## config.mk

```make
export PLATFORM = sky130hd
export DESIGN_NAME = sine_ref_gen
export DESIGN_NICKNAME = d
export VERILOG_FILES = /design/src/rtl/sine_ref_gen.sv
export SDC_FILE = /design/constraint.sdc
export NUM_CORES = 1
export LEC_CHECK = 0
export ABC_AREA = 1
export BUFFER_PORTS_ARGS = -buffer_cell sky130_fd_sc_hd__buf_4
export CORE_MARGIN = 2
export CORE_UTILIZATION = 45
export CTS_BUF_LIST = sky130_fd_sc_hd__clkbuf_16
export CTS_CLUSTER_DIAMETER = 100
export DETAILED_ROUTE_END_ITERATION = 10
export PLACE_DENSITY = 0.66
export SYNTH_ARGS = -nofsm -noshare
export SYNTH_HDL_FRONTEND = slang
export SYNTH_SLANG_ARGS = --single-unit
```

## constraint.sdc

```tcl
create_clock -name clk -period 6.2 [get_ports clk]
set_input_delay 0.31 -clock clk [delete_from_list [all_inputs] [get_ports clk]]
set_output_delay 0.31 -clock clk [all_outputs]
set_load 0.05 [all_outputs]
```

## src/rtl/sine_ref_gen.sv

```systemverilog
// sine_ref_gen: multi-channel quarter-wave sine reference for the SSPWM modulator.
// Optional build macro SINE_OFFSET_EN biases each magnitude by PEAK (range 0..2*PEAK).
module sine_ref_gen #(
    parameter int    PHASE_W  = 16,
    parameter int    ADDR_W   = 7,
    parameter int    AMP_W    = 13,
    parameter int    PEAK     = 5000,
    parameter int    MI_W     = 10,
    parameter int    CH       = 3,
    parameter string LUT_FILE = "sine_q.hex"
) (
    input  logic                    clk,
    input  logic                    rst,
    input  logic                    en,
    input  logic                    tick,
    input  logic                    sync,
    input  logic [PHASE_W-1:0]      phase_inc,
    input  logic [MI_W:0]           mod_idx,
    output logic [CH*(AMP_W+1)-1:0] sine_mag,
    output logic [CH-1:0]           sine_neg,
    output logic                    out_valid,
    output logic                    busy,
    output logic                    overrun
);

    localparam int N  = 1 << ADDR_W;
    localparam int OW = AMP_W + 1;
    localparam int PW = AMP_W + MI_W + 1;
    localparam int CW = (CH > 1) ? $clog2(CH) : 1;
    localparam logic [PHASE_W-1:0] OFF = PHASE_W'((64'd1 << PHASE_W) / 64'(CH));

    if (PHASE_W < ADDR_W + 2 || CH < 1 || CH > 8 || LUT_FILE == "") begin : g_bad_cfg
        $error("sine_ref_gen: unsupported configuration");
    end

    // Table equals the LUT_FILE image, built at elaboration from a Q30 Taylor series.
    function automatic logic [AMP_W-1:0] sine_val(input int i);
        longint x, term, sum, v;
        x    = (longint'(1686629713) * longint'(i)) / longint'(N);
        term = x;
        sum  = x;
        for (int k = 1; k <= 8; k++) begin
            term = (term * x) >>> 30;
            term = (term * x) >>> 30;
            term = -term / longint'(2 * k * (2 * k + 1));
            sum  = sum + term;
        end
        v = (longint'(PEAK) * sum + (longint'(1) <<< 29)) >>> 30;
        return AMP_W'(v);
    endfunction

    typedef enum logic [2:0] {IDLE, LOOKUP, SCALE, STORE, DONE} state_t;

    state_t             state, state_nx;
    logic [PHASE_W-1:0] acc, base, b, p;
    logic               sync_pend, accept, publish;
    logic [MI_W:0]      mi;
    logic [CW-1:0]      ch;
    logic [ADDR_W+1:0]  ptop;
    logic [ADDR_W:0]    a, addr;
    logic               addr_neg;
    logic [AMP_W-1:0]   lut, m;
    logic [PW-1:0]      prod;
    logic [AMP_W-1:0]   rom [N+1];
    logic [AMP_W-1:0]   slot_mag [CH];
    logic [CH-1:0]      slot_neg;
    logic [CH*OW-1:0]   frame;

    for (genvar g = 0; g <= N; g++) begin : g_rom
        assign rom[g] = sine_val(g);
    end

    assign accept = tick & en & (state == IDLE);
    assign b      = (sync | sync_pend) ? '0 : acc;
    assign busy   = (state != IDLE);

    assign p    = base + PHASE_W'(64'(ch) * 64'(OFF));
    assign ptop = (ADDR_W+2)'(p >> (PHASE_W - ADDR_W - 2));
    assign a    = ptop[ADDR_W] ? (ADDR_W+1)'(N) - {1'b0, ptop[ADDR_W-1:0]}
                               : {1'b0, ptop[ADDR_W-1:0]};
    assign prod = PW'(lut) * PW'(mi);
    assign m    = AMP_W'(prod >> MI_W);

    always_comb begin
        state_nx = state;
        unique case (state)
            IDLE:    if (tick & en) state_nx = LOOKUP;
            LOOKUP:  state_nx = SCALE;
            SCALE:   state_nx = STORE;
            STORE:   state_nx = (ch == CW'(CH - 1)) ? DONE : LOOKUP;
            DONE:    state_nx = IDLE;
            default: state_nx = IDLE;
        endcase
    end

    always_comb begin
        frame = '0;
        for (int i = 0; i < CH; i++) begin
`ifdef SINE_OFFSET_EN
            frame[i*OW +: OW] = slot_neg[i] ? OW'(PEAK) - OW'(slot_mag[i])
                                            : OW'(PEAK) + OW'(slot_mag[i]);
`else
            frame[i*OW +: OW] = OW'(slot_mag[i]);
`endif
        end
    end

    always_ff @(posedge clk or posedge rst) begin
        if (rst) begin
            state     <= IDLE;
            acc       <= '0;
            base      <= '0;
            sync_pend <= 1'b0;
            mi        <= '0;
            ch        <= '0;
            addr      <= '0;
            addr_neg  <= 1'b0;
            lut       <= '0;
            slot_neg  <= '0;
            publish   <= 1'b0;
            out_valid <= 1'b0;
            overrun   <= 1'b0;
            sine_mag  <= '0;
            sine_neg  <= '0;
            for (int i = 0; i < CH; i++) slot_mag[i] <= '0;
        end else begin
            state     <= state_nx;
            overrun   <= tick & en & (state != IDLE);
            lut       <= rom[addr];
            // Frame leaves through the output flops one cycle after DONE.
            publish   <= (state == DONE);
            out_valid <= publish;
            if (publish) begin
                sine_mag <= frame;
                sine_neg <= slot_neg;
            end
            if (accept) begin
                base      <= b;
                acc       <= b + phase_inc;
                mi        <= mod_idx[MI_W] ? (MI_W+1)'(1 << MI_W) : mod_idx;
                sync_pend <= 1'b0;
                ch        <= '0;
            end else if (sync) begin
                sync_pend <= 1'b1;
            end
            if (state == LOOKUP) begin
                addr     <= a;
                addr_neg <= ptop[ADDR_W+1];
            end
            if (state == STORE) begin
                ch <= ch + 1'b1;
                for (int i = 0; i < CH; i++) begin
                    if (ch == CW'(i)) begin
                        slot_mag[i] <= m;
                        slot_neg[i] <= addr_neg & (m != '0);
                    end
                end
            end
        end
    end

endmodule

```

==> summary.md, run 1 <==
| Metric | Value |
|---|---|
| Setup TNS | 0 ps |
| Final setup violation count | 0 |
| Synth cell count leaders | nand2_1, inv_1, dfrtp_1 |
| Cell taking the most area after synthesis | dfrtp_1 |
| Seq/Total Area, Yosys | 0.279 |
| Slew Limit Fails | 0 |
| Share of cells above drive strength 1 | 0.0953 |
| HPWL Detailed | 27.5 mm |
| Placed insts | 2,263 |
| Status | completed |
| Final WL | 36.1 mm |
| Most common cell in the synthesized netlist | nand2_1 |
| Primary FF master, synth | dfrtp_1 |
| RR Startpoint | mi[5] |
| Synth Register Bits | ~160 |
| CP Class | register to register |
| Asr flop ratio synth | 1.00 |
| Fin. Hold Viols | 0 |
| Max Root-Sink Buffers | 2 |
| Fmax achieved | roughly 180 MHz |
| Initial antenna violation count | 0 |
| Post-cts gate resize count | 0 |
| Synth unique cells | between 50 and 60 |
| Vias per std cell | 5.22 |
| EDFF count, synth | 0 |
| # IOs | 80 |
| Max_slew headroom | 0.306 |
| Tcrit/Tclk final | 0.873 |
| Syn-to-layout area delta | 10.2% |
| DR iter-0 viols | 1,067 |
| Worst hold path type | input pin to async pin |
| CP Data Arrival Time | 5740 ps |
| Largest net degree at the start of global routing | 87 |
| Post-Synthesis Cells | around 1,800 |
| Port-buffer cells | 76 |
| Min Tclk post-route | 5410 ps |
| # diodes | 0 |
| Total global-route track usage | 0.228 |
| Max Fanout on Critical Path | 14 |
| Max H-tree Level | 4 |
| Worst Setup End Kind | register |
| Worst slew pin tran | 1040 ps |
| Via count | 11,971 |
| Gpl congestion | ~0.94 |
| Die X | 182 microns |
| Worst clock skew | 23.0 ps |
| Postcts setup bufs | 0 |
| DR pass1 iterations | 5 |
| Nets | approximately 2,100 |
| RR Endpoint | slot_neg[0] |
| Data required time of the worst path | ~6500 ps |
| Non-Filler Instances | 2,295 |
| Final ANT Viol Nets | 0 |
| Die Ht | around 180 microns |
| Placeable core region | 30,800 sq um |
| Vias in the first global route | between 10,000 and 15,000 |
| Clock buffer count from CTS | 17 |
| TritonCTS clock tree | yes |
| Syn Area/Cell | 7.68 sq um |
| Initial Utilization | 0.460 |
| Total gr overflow | 0 |
| Critical Path Start Type | register |
| Top area cells in the synthesized netlist | dfrtp_1, fa_1, nand2_1, ha_1, inv_1 |
| Clk pin slew, worst setup/hold paths | approximately 80 ps |
| First-pass GRT wire length | between 60 and 70 mm |
| Reported max-cap violation count | 0 |
| Post-Synthesis Cell Area | 14,200 sq um |
| Fraction of synthesized cell area taken by the top area cell type | 0.279 |
| Cts-stage hold buffer count | 0 |
| Internal reg-to-reg setup slack | 790 ps |
| RSZ-0062 raised after global routing | no |
| Row count | 64 |
| Die ar. | 32,900 sq um |
| Clk_lat worst skew | 440 ps |
| Ys Warns | 0 |
| Clock Sinks | 158 |
| DRC viols | 0 |
| Cell count of the worst reg-to-reg path | 23 |
| Clk root buf | clkbuf_16 |
| WL/cell | between 15 and 20 microns |
## area by class of cell
cell class | instances | area (sq um)
Sequential cell | 158 | 3960
Fill cell | 3023 | 15200
Clock inverter | 15 | 169
Timing Repair Buffer | 85 | 638
Clock buffer | 17 | 425
Tap cell | 396 | 495
Multi-Input combinational cell | 1281 | 8650
Inverter | 343 | 1290
## worst max path at each step
| stage | start | endpoint | depth (start not counted) |
|---|---|---|---|
| 2_1_floorplan | mi[2] | slot_neg[0] | 24 |
| 5_1_grt | mi[5] | slot_neg[2] | 23 |
| 4_1_cts | mi[5] | slot_neg[0] | 23 |
| 3_5_place_dp | mi[5] | slot_neg[1] | 23 |
| 6_report | mi[5] | slot_neg[0] | 23 |
| 3_3_place_gp | mi[5] | slot_neg[1] | 23 |
## routing by layer
| metal | share of wire | track usage |
|---|---|---|
| met5 | 0 | 0 |
| met4 | 0.024 | 0.0673 |
| met3 | 0.037 | 0.0311 |
| met2 | 0.50 | 0.408 |
| met1 | 0.44 | 0.287 |
## logic make-up (layout without fill, tap and decap cells)
family	after synthesis	count (layout)	share of synthesized area
xor+xnor	22	22	0.0141
compound gates	257	257	0.105
flops	158	158	0.279
buf+inv	410	460	0.112
other cells	1	3	0.000264
mux	39	39	0.0310
simple gates	738	738	0.212
fa+ha+maj	222	222	0.247
## state kept, by name, summed over array words and instances, names as in the netlist, 2 cells and up
| name | cells |
|---|---|
| state | 3 |
| addr | 8 |
| mi | 11 |
| slot_neg | 3 |
| acc | 16 |
| sine_neg | 3 |
| base | 16 |
| sine_mag | 39 |
| ch | 2 |
| lut | 13 |
| frame | 39 |
## critical path, cell delays in order, from the launching register on
cell and delay, ps:
dfrtp_1 640, nand2_1 150, fa_1 550, inv_1 60
fa_1 550, fa_1 430, fa_1 500, inv_1 50
fa_1 470, inv_1 40, ha_1 370, nand2_2 110
nor2_1 140, nand2_1 80, nor2_1 180, nor2_1 80
xor2_1 280, nand2_1 90, nor2_1 90, nand2_1 60
nor2_1 130, nand2_1 110, nand3_1 80, nand2_1 60
## cell usage in the layout, fill, tap and decap left out, types with 6 or more instances in the layout
cell type  synthesis  final
dfrtp_1          158    157
nand3b_1           7      7
xnor2_1           11     11
buf_4              3     85
nand2_1          503    503
clkbuf_16          0     17
fa_1              97     97
nand2_2            7      7
nor3_1            19     19
mux2_2            39     39
a211oi_1           6      6
o211ai_1          12     12
xor2_1            10     10
a22o_1            10     10
nand3_1           63     63
nor2_1           112    112
inv_1            337    336
nand4_1           13     13
ha_1             125    125
o21ai_0          119    119
a21oi_1           66     66
## through the flow
| stage | setup slack (ps) | hold slack, ps | instance area (sq um) | utilization |
|---|---|---|---|---|
| 2_1_floorplan | 1290 | 352 | 14200 | - |
| 3_3_place_gp | 900 | 461 | 15000 | 0.487 |
| 3_5_place_dp | 813 | 464 | 15000 | 0.487 |
| 4_1_cts | 753 | 69.2 | 15600 | 0.507 |
| 5_1_grt | 412 | 73.7 | 15600 | 0.507 |
| 6_report | 788 | 17.9 | 15600 | 0.507 |
Power of run 1 is not shown: default switching activity piles up to over one toggle a cycle in this logic, so the estimate is an artifact.
==> run 2: changes to the inputs <==
CORE_UTILIZATION = 50   (was 45)
PLACE_DENSITY = 0.71   (was 0.66)
==> run 2 against run 1 <==
Register-to-register slack worse by 20 ps. Core utilization up 5.4 points. Routed wire length decreased by 1.2%. Sequential share of layout area about the same. Clock-buffer cell count unchanged. Final area hardly changed. Critical path type unchanged. Highest routed layer unchanged.
==> summary.md, run 2 (same netlist as run 1, synthesis figures left out) <==
| Metric | Value |
|---|---|
| Max Fanout on Critical Path | 14 (unchanged) |
| DR iter-0 viols | 948 (was 1,067) |
| Worst hold path type | input pin to async pin (unchanged) |
| Share of cells above drive strength 1 | 0.0948 (was 0.0953) |
| Clock buffer count from CTS | 17 (unchanged) |
| WL/cell | 15.7 microns (about the same) |
| # IOs | 80 (unchanged) |
| RR Startpoint | mi[3] (was mi[5]) |
| Gpl congestion | 0.968 (was 0.943) |
| Largest net degree at the start of global routing | 84 (was 87) |
| TritonCTS clock tree | yes (unchanged) |
| HPWL Detailed | 26.9 mm (was 27.5 mm) |
| Filler instances | 2,606 (was 3,023) |
| CP max stage cell | dfrtp_1 (unchanged) |
| Placed cell areas | 15,000 sq um (about the same) |
| Critical Path Start Type | register (unchanged) |
| Clk_lat worst skew | 450 ps (was 440 ps) |
| Data required time of the worst path | 6520 ps (was 6530 ps) |
| Final ANT Viol Nets | 0 (unchanged) |
| RSZ-0062 raised after global routing | no (unchanged) |
| Postcts setup bufs | 0 (unchanged) |
| Max_slew headroom | 0.327 (was 0.306) |
| Total gr overflow | 0 (unchanged) |
| Fin. Hold Viols | 0 (unchanged) |
| DRC viols | 0 (unchanged) |
| Port-buffer cells | 76 (unchanged) |
| Cell count of the worst reg-to-reg path | 22 (was 23) |
| Internal reg-to-reg setup slack | 770 ps (was 790 ps) |
| Tcrit/Tclk final | 0.876 (was 0.873) |
| # diodes | 0 (unchanged) |
| DR pass1 iterations | 6 (was 5) |
| Commonest non-fill, non-tap cell in the layout | nand2_1 (unchanged) |
| Nets | 2,139 (was 2,140) |
| Min Tclk post-route | 5430 ps (was 5410 ps) |
| Worst slew pin tran | 1010 ps (was 1040 ps) |
| Final worst slack | 771 ps (was 788 ps) |
| Die Ht | 172 microns (was 182 microns) |
| Setup TNS | 0 ps (unchanged) |
| Final setup violation count | 0 (unchanged) |
| Max Root-Sink Buffers | 2 (unchanged) |
| Post-cts gate resize count | 0 (unchanged) |
| Total global-route track usage | 0.255 (was 0.228) |
| First-pass GRT wire length | 59.7 mm (was 60.6 mm) |
| Fmax achieved | 184 MHz (was 185 MHz) |
| CP Cell Sequence | nand2_1, fa_1, fa_1, inv_1, fa_1, fa_1, inv_1, fa_1, inv_1, ha_1, a21oi_1, o21ai_0, a21oi_1, nand2_1, nand2_1, nand2_1, nor2_1, nand3_1, nor2_1, nand2_1, nand3_1, nand2_1 (was nand2_1, fa_1, inv_1, fa_1, fa_1, fa_1, inv_1, fa_1, inv_1, ha_1, nand2_2, nor2_1, nand2_1, nor2_1, nor2_1, xor2_1, nand2_1, nor2_1, nand2_1, nor2_1, nand2_1, nand3_1, nand2_1) |
| Max H-tree Level | 4 (unchanged) |
| Initial Utilization | 0.509 (was 0.460) |
| Row count | 61 (was 64) |
| Clk pin slew, worst setup/hold paths | 90 ps (was 80 ps) |
| Via count | 11,982 (was 11,971) |
| Vias per std cell | 5.26 (was 5.22) |
| Worst clock skew | 26.6 ps (was 23.0 ps) |
| Most frequent cells in the layout | nand2_1, inv_1, dfrtp_1, ha_1, o21ai_0 (unchanged) |
| Die X | 172 microns (was 182 microns) |
| Setup WS pre-CTS | 831 ps (was 813 ps) |
| Final instance area | 15,600 sq um (about the same) |
| Worst Setup End Kind | register (unchanged) |
| Initial antenna violation count | 0 (unchanged) |
| Slew Limit Fails | 0 (unchanged) |
| Most Frequent Cell on Critical Path | nand2_1 (unchanged) |
| Placeable core region | 27,900 sq um (was 30,800 sq um) |
| Syn-to-layout area delta | 10.1% (was 10.2%) |
| Status | completed (unchanged) |
| Crit path largest cell delay | 650 ps (was 640 ps) |
| Final WL | 35.7 mm (was 36.1 mm) |
| CP Data Arrival Time | 5750 ps (was 5740 ps) |
| CP Class | register to register (unchanged) |
| Vias in the first global route | 12,278 (was 12,255) |
| Cts-stage hold buffer count | 0 (unchanged) |
| RR Endpoint | slot_neg[1] (was slot_neg[0]) |
| Die ar. | 29,700 sq um (was 32,900 sq um) |
| WHS | 0.638 ps (was 17.9 ps) |
| Clk root buf | clkbuf_16 (unchanged) |
| Reported max-cap violation count | 0 (unchanged) |
| Clock Sinks | 158 (unchanged) |
## run 2: cell count changes in the layout (fill, tap and decap cells not counted), sizes merged
cell / before / now
clkinv: 10 / 12
inv: 347 / 345
buf: 85 / 84
## run 2: final cells by class
type | instances | area (sq um) | share of cell area
clock buffer | 17 | 425 | 0.0273
clock inverter | 15 | 188 | 0.0120
inverter | 343 | 1290 | 0.0828
multi-input combinational | 1281 | 8650 | 0.554
sequential | 158 | 3960 | 0.253
tap | 378 | 473 | 0.0303
timing repair buffer | 84 | 631 | 0.0404
## run 2: metal layers
| layer | routed length, microns | vias to the layer above | track usage |
|---|---|---|---|
| met3 | 1480 | 75 | 0.0350 |
| met1 | 15400 | 5727 | 0.318 |
| met4 | 1130 | 0 | 0.0932 |
| met5 | 0 | - | 0 |
| met2 | 17700 | 316 | 0.450 |
| li1 | - | 5864 | - |
## run 2: metrics by stage
stage	util	instances
after CTS	0.560	2276
after floorplan	-	1849
after detailed placement	0.538	2244
final	0.560	2276
after global placement	0.538	2244
after global routing	0.560	2276
## run 2: worst max path at each step
stage / from / end / slack, ps / cells after the start
2_1_floorplan: mi[2] / slot_neg[0] / 1290 / 24
3_5_place_dp: lut[7] / slot_neg[0] / 830 / 23
3_3_place_gp: lut[6] / slot_neg[1] / 970 / 23
4_1_cts: lut[7] / slot_neg[0] / 820 / 23
6_report: mi[3] / slot_neg[1] / 770 / 22
5_1_grt: mi[5] / slot_neg[0] / 390 / 23
## run 2: critical path, delay by kind of cell, from the launching register on
family	cells	cell delay, ps
AOI/OAI and AO/OA	3	670
DFF	1	650
buffers and inverters	3	160
adders and majority gates	6	2830
and+or+nand+nor	10	1000
Power of run 2 is left out for the same reason.
==> run 3: changes to the inputs <==
ABC_AREA = unset   (was 1)
PLACE_DENSITY = 0.72   (was 0.71)
==> run 3 against run 2 <==
First-iteration DRC count down 19%. Sequential share of layout area up 0.83 points. Via count down 10%. Register-to-register slack worse by 520 ps. Clock-buffer cell count unchanged. Core utilization up 0.33 points. Final area down 3.0%. Synthesized area down 3.7%.
==> summary.md, run 3 <==
| Metric | Value |
|---|---|
| Die X | 169 microns (was 172 microns) |
| Final worst slack | 246 ps (was 771 ps) |
| Clk_lat worst skew | 440 ps (was 450 ps) |
| Clock buffer count from CTS | 17 (unchanged) |
| Critical Path Start Type | register (unchanged) |
| Setup WS pre-CTS | 155 ps (was 831 ps) |
| Worst Setup End Kind | register (unchanged) |
| Fmax achieved | 168 MHz (was 184 MHz) |
| Commonest non-fill, non-tap cell in the layout | nand2_1 (unchanged) |
| Row count | 60 (was 61) |
| Total gr overflow | 0 (unchanged) |
| Fraction of synthesized cell area taken by the top area cell type | 0.290 (was 0.279) |
| Asr flop ratio synth | 1.00 (unchanged) |
| Largest net degree at the start of global routing | 93 (was 84) |
| # IOs | 80 (unchanged) |
| Placeable core region | 26,900 sq um (was 27,900 sq um) |
| Via count | 10,755 (was 11,982) |
| HPWL Detailed | 22.6 mm (was 26.9 mm) |
| Final setup violation count | 0 (unchanged) |
| Max_slew headroom | 0.344 (was 0.327) |
| CP Data Arrival Time | 6260 ps (was 5750 ps) |
| Status | completed (unchanged) |
| Primary FF master, synth | dfrtp_1 (unchanged) |
| # diodes | 0 (unchanged) |
| EDFF count, synth | 0 (unchanged) |
| Post-Synthesis Cell Area | 13,600 sq um (was 14,200 sq um) |
| Clock Sinks | 158 (unchanged) |
| Slew Limit Fails | 0 (unchanged) |
| Data required time of the worst path | 6510 ps (was 6520 ps) |
| Clk pin slew, worst setup/hold paths | 70 ps (was 90 ps) |
| Filler instances | 2,378 (was 2,606) |
| Most frequent cells in the layout | nand2_1, dfrtp_1, inv_1, ha_1, o21ai_0 (was nand2_1, inv_1, dfrtp_1, ha_1, o21ai_0) |
| Final ANT Viol Nets | 0 (unchanged) |
| Reported max-cap violation count | 0 (unchanged) |
| WL/cell | 16.4 microns (was 15.7 microns) |
| Max Fanout on Critical Path | 10 (was 14) |
| Seq/Total Area, Yosys | 0.290 (was 0.279) |
| Synth Register Bits | 158 (unchanged) |
| Vias in the first global route | 10,911 (was 12,278) |
| Synth unique cells | 68 (was 53) |
| Ys Warns | 0 (unchanged) |
| Clk root buf | clkbuf_16 (unchanged) |
| Worst clock skew | 12.7 ps (was 26.6 ps) |
| Syn-to-layout area delta | 11.0% (was 10.1%) |
| Cell taking the most area after synthesis | dfrtp_1 (unchanged) |
| Die Ht | 169 microns (was 172 microns) |
| Min Tclk post-route | 5950 ps (was 5430 ps) |
| Most common cell in the synthesized netlist | nand2_1 (unchanged) |
| Gpl congestion | 0.921 (was 0.968) |
| Worst hold path type | input pin to async pin (unchanged) |
| Max Root-Sink Buffers | 2 (unchanged) |
| CP Class | register to register (unchanged) |
| Worst slew pin tran | 983 ps (was 1010 ps) |
| Total global-route track usage | 0.227 (was 0.255) |
| DR pass1 iterations | 6 (unchanged) |
| Initial antenna violation count | 0 (unchanged) |
| DRC viols | 0 (unchanged) |
| Top area cells in the synthesized netlist | dfrtp_1, fa_1, ha_1, nand2_1, mux2_2 (was dfrtp_1, fa_1, nand2_1, ha_1, inv_1) |
| Max H-tree Level | 4 (unchanged) |
| DR iter-0 viols | 772 (was 948) |
| Die ar. | 28,600 sq um (was 29,700 sq um) |
| Nets | 1,797 (was 2,139) |
| Fin. Hold Viols | 0 (unchanged) |
| Vias per std cell | 5.67 (was 5.26) |
| Synth cell count leaders | nand2_1, dfrtp_1, inv_1 (was nand2_1, inv_1, dfrtp_1) |
| Final WL | 31.0 mm (was 35.7 mm) |
| Cts-stage hold buffer count | 0 (unchanged) |
| Tcrit/Tclk final | 0.960 (was 0.876) |
| Port-buffer cells | 76 (unchanged) |
| Syn Area/Cell | 9.00 sq um (was 7.68 sq um) |
| Share of cells above drive strength 1 | 0.141 (was 0.0948) |
| Initial Utilization | 0.508 (was 0.509) |
| First-pass GRT wire length | 52.9 mm (was 59.7 mm) |
| Post-Synthesis Cells | 1,517 (was 1,847) |
| TritonCTS clock tree | yes (unchanged) |
run 3: kinds of logic (layout without fill, tap and decap cells):
group	Yosys count	after routing	share of synthesized area
AND/OR/NAND/NOR	503	503	0.172
AO/OA/AOI/OAI	283	283	0.132
buffers and inverters	241	278	0.0674
adder cells (fa/ha/maj)	222	222	0.257
flip-flops	158	158	0.290
multiplexers	64	64	0.0532
XOR/XNOR	45	45	0.0289
other	1	3	0.000275
run 3: layer usage:
layer,share of wire,track usage
met1,0.43,0.298
met2,0.50,0.390
met3,0.054,0.0389
met4,0.016,0.0606
met5,0,0
run 3: stage by stage:
stage	cells	TNS, ps	hold WS [ps]	cell area (sq um)	utilization
finish	1897	0	47.1	15100	0.564
global route	1897	-81.7	114	15100	0.564
CTS	1893	0	75.4	15000	0.559
detailed placement	1861	0	458	14400	0.537
global placement	1861	0	448	14400	0.537
floorplan	1519	0	352	13700	-
run 3: cell type report:
type / instances / area [sq um] / share of cell area
multi-input combinational: 1120 / 8870 / 0.586
sequential: 158 / 3960 / 0.262
timing repair buffer: 96 / 721 / 0.0476
inverter: 150 / 568 / 0.0375
tap: 341 / 427 / 0.0282
clock buffer: 17 / 425 / 0.0281
clock inverter: 15 / 170 / 0.0112
run 3: path summary, 6_finish.rpt:
check                      startpoint          end  slack (ps)  cells past startpoint
min in group clk           mod_idx[0]        mi[0]         140                      3
setup / recovery                mi[2]  slot_neg[0]         250                     20
hold / removal                    rst      acc[14]          50                      2
hold reg to reg                acc[8]       acc[8]         470                      2
max in group asynchronous         rst  sine_mag[5]        4830                      3
setup reg to reg                mi[2]  slot_neg[0]         250                     20
run 3: critical path, stage by stage (launching register included):
cell and delay [ps]:
dfrtp_2 490, buf_4 180, and2_1 150, fa_1 540
ha_1 130, inv_1 40, fa_1 470, fa_1 470
fa_1 510, inv_1 50, ha_1 330, a2111oi_4 320
o31ai_2 140, a221oi_4 450, o21ai_4 150, o31ai_4 450
o21ai_2 150, o221ai_1 220, and4bb_1 260, and4_4 260
o21ai_1 80
run 3: timing repair:
| item | 4_1_cts | 5_1_grt |
|---|---|---|
| buffers inserted | 0 | 4 |
| resized for setup | 0 | 20 |
| endpoints found under the setup margin | 0 | 9 |
Power of run 3 is left out for the same reason.
